[config.mk]
export PLATFORM = sky130hd
export DESIGN_NAME = demux_1x2_2nbit_reg
export DESIGN_NICKNAME = d
export VERILOG_FILES = /design/src/rtl/demux_1x2_2nbit_reg.sv
export SDC_FILE = /design/constraint.sdc
export NUM_CORES = 1
export LEC_CHECK = 0
export ABC_AREA = 1
export CAP_MARGIN = 40
export CORE_MARGIN = 5
export CORE_UTILIZATION = 30
export DETAILED_ROUTE_END_ITERATION = 8
export PLACE_DENSITY = 0.57
export RECOVER_POWER = 100
export SKIP_CTS_REPAIR_TIMING = 1
export SYNTH_ARGS = -nofsm -noshare
export SYNTH_HDL_FRONTEND = slang
export SYNTH_SLANG_ARGS = --single-unit
[constraint.sdc]
create_clock -name clk -period 3.5 [get_ports clk]
set_input_delay 1.05 -clock clk [delete_from_list [all_inputs] [get_ports clk]]
set_output_delay 1.05 -clock clk [all_outputs]
set_load 0.02 [all_outputs]
[src/rtl/demux_1x2_2nbit_reg.sv]
// Registered 1-to-2 word demultiplexer. One input stream is steered to one of
// two single-entry output buffers, by s or round-robin when alt=1. Each
// channel drains through its own valid/ready handshake and counts deliveries.
module demux_1x2_2nbit_reg #(
   parameter int N  = 3,
   parameter int CW = 8
) (
   input  logic              clk,
   input  logic              reset,
   input  logic              en,
   input  logic              s,
   input  logic              alt,
   input  logic              in_valid,
   input  logic [2**N-1:0]   in_data,
   output logic              in_ready,
   output logic              out0_valid,
   output logic [2**N-1:0]   out0_data,
   input  logic              out0_ready,
   output logic              out1_valid,
   output logic [2**N-1:0]   out1_data,
   input  logic              out1_ready,
   output logic [CW-1:0]     cnt0,
   output logic [CW-1:0]     cnt1
);

   localparam int W = 2**N;

   logic       rr_ptr;
   logic       tgt;
   logic [1:0] slot_free;
   logic       accept;
   logic       load0;
   logic       load1;
   logic       dlv0;
   logic       dlv1;

   // A buffer that is being drained this cycle counts as free, so a channel
   // whose consumer holds ready=1 sustains one word per cycle.
   assign tgt          = alt ? rr_ptr : s;
   assign slot_free[0] = ~out0_valid | out0_ready;
   assign slot_free[1] = ~out1_valid | out1_ready;
   assign in_ready     = en & (tgt ? slot_free[1] : slot_free[0]);
   assign accept       = in_valid & in_ready;
   assign load0        = accept & ~tgt;
   assign load1        = accept & tgt;
   assign dlv0         = out0_valid & out0_ready;
   assign dlv1         = out1_valid & out1_ready;

   // Channel 0 buffer: reload wins over drain; data is held when not loading.
   always_ff @(posedge clk or posedge reset) begin
      if (reset) begin
         out0_valid <= 1'b0;
         out0_data  <= '0;
      end else if (load0) begin
         out0_valid <= 1'b1;
         out0_data  <= in_data;
      end else if (dlv0) begin
         out0_valid <= 1'b0;
      end
   end

   // Channel 1 buffer: same behaviour as channel 0.
   always_ff @(posedge clk or posedge reset) begin
      if (reset) begin
         out1_valid <= 1'b0;
         out1_data  <= '0;
      end else if (load1) begin
         out1_valid <= 1'b1;
         out1_data  <= in_data;
      end else if (dlv1) begin
         out1_valid <= 1'b0;
      end
   end

   // Delivery counters, wrapping naturally at 2**CW.
   always_ff @(posedge clk or posedge reset) begin
      if (reset) begin
         cnt0 <= '0;
         cnt1 <= '0;
      end else begin
         if (dlv0) cnt0 <= cnt0 + CW'(1);
         if (dlv1) cnt1 <= cnt1 + CW'(1);
      end
   end

   // Round-robin pointer advances only on words accepted in round-robin mode,
   // so it stays frozen while alt=0 or while input is blocked.
   always_ff @(posedge clk or posedge reset) begin
      if (reset) begin
         rr_ptr <= 1'b0;
      end else if (accept & alt) begin
         rr_ptr <= ~rr_ptr;
      end
   end

   logic unused_w;
   assign unused_w = (W == 0);

endmodule
==> summary.md, run 1 <==
| Metric | Value |
|---|---|
| Slew margin rel. | `-0.228` |
| CTS Sinks | `35` |
| Period utilization | `0.937` |
| Total CTS buffers | `5` |
| Hold_ws | `0.471 ns` |
| Hold Path Origin | `out0_data[7]` |
| Die outline width | `84.9 um` |
| First-pass GRT wire length | `6.07 mm` |
| Kind of critical path | `input port to primary output` |
| Min-delay worst type | `flop to flop` |
| Worst R2R Path Depth | `6` |
| Worst EP required | `2.45 ns` |
| DP HPWL | `2.67 mm` |
| Ant. Diodes | `0` |
| Final Util | `0.430` |
| Final Max Tran Viols | `36` |
| Failing checks | `capacitance limit, slew limit` |
| Post-Route WL | `3.53 mm` |
| Seq/Total Area, Yosys | `0.521` |
| H-tree depth | `2` |
| Post-synthesis register bit count | `35` |
| Initial Util | `0.307` |
| Clock Tree Buf Depth | `2` |
| Pre-CTS WS | `-0.135 ns` |
| Fmax | `305 MHz` |
| Final setup fails | `0` |
| I/O pin cnt | `51` |
| DR WL/cell | `11.4 um` |
| Yosys warns | `0` |
| DR vias | `1,327` |
| TritonCTS clock tree | `built` |
| MaxCap Viol Count | `1` |
| Largest net degree at the start of global routing | `36` |
| Worst setup SP type | `input port` |
| Cell Area, Synth | `0.00168 mm2` |
| Fillers | `585` |
| Reg-to-Reg Start | `out1_valid` |
| Layout area overhead | `40.0%` |
| VDD IR-drop max | `0.303 mV` |
| Commonest cells after routing, fill and taps aside | `46 x nand2_1, 37 x dlygate4sd3_1, 35 x dfrtp_1` |
| Hold Vio Cnt, Final | `0` |
| Placer congestion estimate | `0.748` |
| Synth area leaders | `dfrtp_1 52%, nand2_1 9.8%, xor2_1 5.7%` |
| Site Rows | `27` |
| Setup Skew | `0.00313 ns` |
| Final setup margin | `0.219 ns` |
| Via density | `4.28` |
| Post-Syn Area per Cell | `9.89 um2` |
| DRC | `0` |
| R2R Setup Slk | `1.79 ns` |
| Root buffer cell | `clkbuf_8` |
| Critical-path maximum fanout | `4` |
| Vias in the first global route | `1,371` |
| Layout cells sized above 1 | `0.118` |
| Status | `complete, but fails checks` |
| Residual overflow from global routing | `0` |
| Nets | `255` |
| Hold depth | `2` |
| Commonest non-fill, non-tap cell in the layout | `nand2_1` |
| R2r endpoint | `out1_data[0]` |
| CP Launch Point | `alt` |
| DRT iter0 DRCs | `33` |
| Die area | `0.00720 mm2` |
| RSZ-0062 raised after global routing | `no` |
| Clk slew on worst S/H paths | `0.07 ns` |
| Final ANT Viol Nets | `0` |
| Die Y | `84.9 um` |
| Clk Latency, worst-skew pair | `0.28 ns` |
| Top-area cell type share of the netlist area | `0.521` |
| IO Port Bufs | `50` |
| Least-Margin Pin Slew | `1.84 ns` |
| Critical path arrival | `2.23 ns` |
| Yosys top cell by area | `dfrtp_1` |
| Hold Path End | `out0_data[7]` |
| Syn nets | `188` |
| Synth unique cells | `25` |
| Core Area | `0.00547 mm2` |
| Drt pass-1 iters | `3` |
| Instance count of the mapped netlist | `170` |
| Gr usage total | `0.104` |
| Min cycle time layout | `3.28 ns` |
| Cell leakage power | `1.20 nW` |
| Power Density | `638 mW/mm2` |
| Initial antenna violation count | `0` |
| Critical path endpoint category | `primary output` |
## metal layers
layer / up-vias / track usage / share of wire
met3: 8 / 0.0456 / 0.10
li1: 674 / - / -
met5: - / 0 / 0
met2: 45 / 0.168 / 0.43
met1: 600 / 0.124 / 0.46
met4: 0 / 0.0345 / 0.013
## registers in the layout (all words and copies together), names as in the netlist
name,flops
cnt0,8
cnt1,8
out0_data,8
out0_valid,1
out1_data,8
out1_valid,1
rr_ptr,1
## per-stage QoR
| stage | TNS [ns] | instances | power, mW | area, um2 |
|---|---|---|---|---|
| CTS | -0.144 | 310 | 1.61 | 2450 |
| global placement | -0.134 | 302 | 1.27 | 2350 |
| finish | 0 | 310 | 1.50 | 2350 |
| floorplan | 0 | 170 | 0.955 | 1680 |
| global route | 0 | 310 | 1.61 | 2350 |
| detailed placement | -0.135 | 302 | 1.28 | 2350 |
## critical path: stages
cell	delay, ns
clkdlybuf4s50_1	0.54
clkinv_1	0.10
nand2_1	0.11
nand2_4	0.07
nor2_4	0.14
nor2_8	0.05
clkbuf_1	0.17
## Yosys cell counts (all sizes together)
library cell and number:
a21oi 1, and3 1, buf 2, dfrtp 35, ha 2, inv 26
mux2 1, nand2 50, nand3 6, nand4 12, nor2 8, nor3 3
o21ai 10, xnor2 2, xor2 11
## cell type report
type / instances / area, um2 / area share
flip-flops and latches: 35 / 876 / 0.372
repair buffers: 62 / 577 / 0.245
multi-input cells: 107 / 614 / 0.261
clock buffers: 8 / 100 / 0.0425
inverters: 26 / 97.6 / 0.0414
well taps: 72 / 90.1 / 0.0383
## kinds of logic after synthesis
logic type | synth area share
AO/OA/AOI/OAI | 0.0573
XOR/XNOR | 0.0677
flip-flops | 0.521
AND/OR/NAND/NOR | 0.265
adder cells (fa/ha/maj) | 0.0149
buffers and inverters | 0.0677
multiplexers | 0.00670
## power breakdown
part           switching [mW]  total [mW]  internal [mW]
sequential             0.0910       0.614          0.523
clock                   0.139       0.319          0.180
combinational           0.318       0.570          0.252
## how the worst max path moves through the flow
stage          depth (start not counted)       end  slack [ns]
3_5_place_dp                           6  in_ready       -0.13
3_3_place_gp                           6  in_ready       -0.13
5_1_grt                                7  in_ready        0.12
2_1_floorplan                          5  in_ready        0.92
6_report                               7  in_ready        0.22
4_1_cts                                6  in_ready       -0.14
Power figures use the tool's default switching activity.
==> run 2: changes to the inputs <==
--- a/config.mk
+++ b/config.mk
@@ -8,9 +8,9 @@
 export ABC_AREA = 1
 export CAP_MARGIN = 40
 export CORE_MARGIN = 5
-export CORE_UTILIZATION = 30
+export CORE_UTILIZATION = 40
 export DETAILED_ROUTE_END_ITERATION = 8
-export PLACE_DENSITY = 0.57
+export PLACE_DENSITY = 0.72
 export RECOVER_POWER = 100
 export SKIP_CTS_REPAIR_TIMING = 1
 export SYNTH_ARGS = -nofsm -noshare
==> constraint.sdc (replaced) <==
create_clock -name clk -period 3.5 [get_ports clk]
set_input_delay 0.35 -clock clk [delete_from_list [all_inputs] [get_ports clk]]
set_output_delay 0.35 -clock clk [all_outputs]
set_load 0.02 [all_outputs]
==> summary.md, run 2 (synthesis results as in run 1) <==
| Metric | Value |
|---|---|
| H-tree depth | `2 (unchanged)` |
| Min-delay worst type | `flop to flop` |
| Critical path endpoint category | `primary output` |
| Cell leakage power | `1.16 nW (-3.8%)` |
| DRT iter0 DRCs | `45 (+36%)` |
| Slowest stage delay, CP | `0.66 ns (+0.12 ns)` |
| DP HPWL | `2.58 mm (-3.4%)` |
| Core Area | `0.00403 mm2 (-26%)` |
| Final Util | `0.558 (+0.127)` |
| Die outline width | `74.8 um (-12%)` |
| First-pass GRT wire length | `5.59 mm (-7.8%)` |
| Placer congestion estimate | `0.754 (+0.88%)` |
| Fillers | `391 (-33%)` |
| Via density | `4.60 (+7.4%)` |
| CP max-delay cell | `dlygate4sd3_1` |
| Critical path arrival | `2.21 ns (-0.02 ns)` |
| Fmax | `391 MHz (+28%)` |
| Clk Latency, worst-skew pair | `0.28 ns (about the same)` |
| Final setup fails | `0 (unchanged)` |
| CTS Sinks | `35 (unchanged)` |
| Status | `complete, but fails checks` |
| Least-Margin Pin Slew | `1.84 ns (-0.00345 ns)` |
| Clk slew on worst S/H paths | `0.06 ns (about the same)` |
| Layout area overhead | `33.6%` |
| R2r endpoint | `out1_data[3]` |
| Post-Route WL | `3.39 mm (-3.9%)` |
| Residual overflow from global routing | `0 (unchanged)` |
| Largest delay contributor family on the critical path | `buffers and inverters` |
| Die area | `0.00560 mm2 (-22%)` |
| Hold depth | `2 (unchanged)` |
| Die Y | `74.8 um (-12%)` |
| DR WL/cell | `12.2 um (+7.5%)` |
| Worst EP required | `3.15 ns (+0.70 ns)` |
| Clock Tree Buf Depth | `2 (unchanged)` |
| DRC | `0 (unchanged)` |
| Hold Path Origin | `out0_data[1]` |
| Vias in the first global route | `1,219 (-11%)` |
| Critical-path maximum fanout | `10 (+6)` |
| Final Max Tran Viols | `36 (unchanged)` |
| TritonCTS clock tree | `built` |
| RSZ-0062 raised after global routing | `no` |
| Ant. Diodes | `0 (unchanged)` |
| MaxCap Viol Count | `1 (unchanged)` |
| Worst setup SP type | `input port` |
| Failing checks | `capacitance limit, slew limit` |
| Drt pass-1 iters | `3 (unchanged)` |
| Largest net degree at the start of global routing | `36 (unchanged)` |
| Commonest cells after routing, fill and taps aside | `47 x nand2_1, 40 x dlygate4sd3_1, 35 x dfrtp_1` |
| Total CTS buffers | `5 (unchanged)` |
| I/O pin cnt | `51 (unchanged)` |
| Power Density | `660 mW/mm2 (+3.4%)` |
| R2R Setup Slk | `1.88 ns (+0.09 ns)` |
| Gr usage total | `0.134 (+0.0296)` |
| Hold Path End | `out0_data[1]` |
| Reg-to-Reg Start | `out1_valid` |
| IO Port Bufs | `50 (unchanged)` |
| Setup TNS | `0 ns (unchanged)` |
| Cell mode on critical path | `dlygate4sd3_1` |
| Slew margin rel. | `-0.226 (+0.00230)` |
| Initial Util | `0.417 (+0.110)` |
| Min cycle time layout | `2.56 ns (-0.725 ns)` |
| DR vias | `1,274 (-4.0%)` |
| Hold Vio Cnt, Final | `0 (unchanged)` |
| Final ANT Viol Nets | `0 (unchanged)` |
| Crit-path cells | `dlygate4sd3_1 -> clkinv_1 -> nand2_1 -> nand2_4 -> nor2_4 -> nor2_8 -> dlygate4sd3_1` |
| Initial antenna violation count | `0 (unchanged)` |
| Nets | `244 (-4.3%)` |
| Worst R2R Path Depth | `5 (-1)` |
| Site Rows | `23 (-15%)` |
| Layout cells sized above 1 | `0.0749 (-0.0428)` |
| Commonest non-fill, non-tap cell in the layout | `nand2_1` |
| Kind of critical path | `input port to primary output` |
| Root buffer cell | `clkbuf_8` |
| Worst Path Buf+Inv | `3 (unchanged)` |
| Setup Skew | `0.00669 ns (+0.00355 ns)` |
| Period utilization | `0.730 (-0.207)` |
| VDD IR-drop max | `0.291 mV (-3.9%)` |
==> run 2: cell types whose count changed in the layout (fill, tap and decap cells not counted) <==
| cell | change |
|---|---|
| clkbuf_4 | -2 |
| clkdlybuf4s50_1 | -2 |
| dlygate4sd3_1 | +3 |
| buf_4 | -8 |
| nand2_1 | +1 |
| clkbuf_1 | -2 |
| nand2_4 | -1 |
==> run 2: how the worst max path moves through the flow <==
stage / from / endpoint / slack (ns) / cells past startpoint
finish: alt / in_ready / 0.94 / 7
global route: reset / out0_data[1] / 0.76 / 3
CTS: alt / in_ready / 1.06 / 6
detailed placement: alt / in_ready / 1.07 / 6
global placement: alt / in_ready / 1.08 / 6
floorplan: out1_valid / in_ready / 2.15 / 5
==> run 2: worst min-delay path: stages, from the launching register on <==
cell and delay [ns]:
dfrtp_1 0.34, nand2_1 0.05, nand2_1 0.05
==> run 2: stage by stage <==
step,instance area [um2],total power [mW],hold WS [ns],worst slack [ns],instances
2_1_floorplan,1680,0.955,0.446,2.15,170
3_3_place_gp,2240,1.25,0.455,1.08,269
3_5_place_dp,2240,1.26,0.462,1.07,269
4_1_cts,2340,1.59,0.474,1.06,277
5_1_grt,2250,1.59,0.491,0.764,277
6_report,2250,1.48,0.467,0.944,277
==> run 2: final cells by class <==
type	instances	area, um2	share of cell area
clock buffer	8	100	0.0445
inverter	26	97.6	0.0434
multi-input combinational	107	607	0.270
sequential	35	876	0.390
tap	50	62.6	0.0278
timing repair buffer	51	504	0.224
==> run 2: power by group <==
part / internal, mW / total, mW / switching [mW]
Sequential: 0.523 / 0.616 / 0.0928
Combinational: 0.241 / 0.555 / 0.314
Clock: 0.179 / 0.312 / 0.133
==> run 2: routing by layer <==
layer,wire (um),global-route usage,up-vias
met5,0,0,-
met4,48,0.0415,0
met3,375,0.0681,5
met2,1390,0.193,44
met1,1580,0.174,577
li1,-,-,648
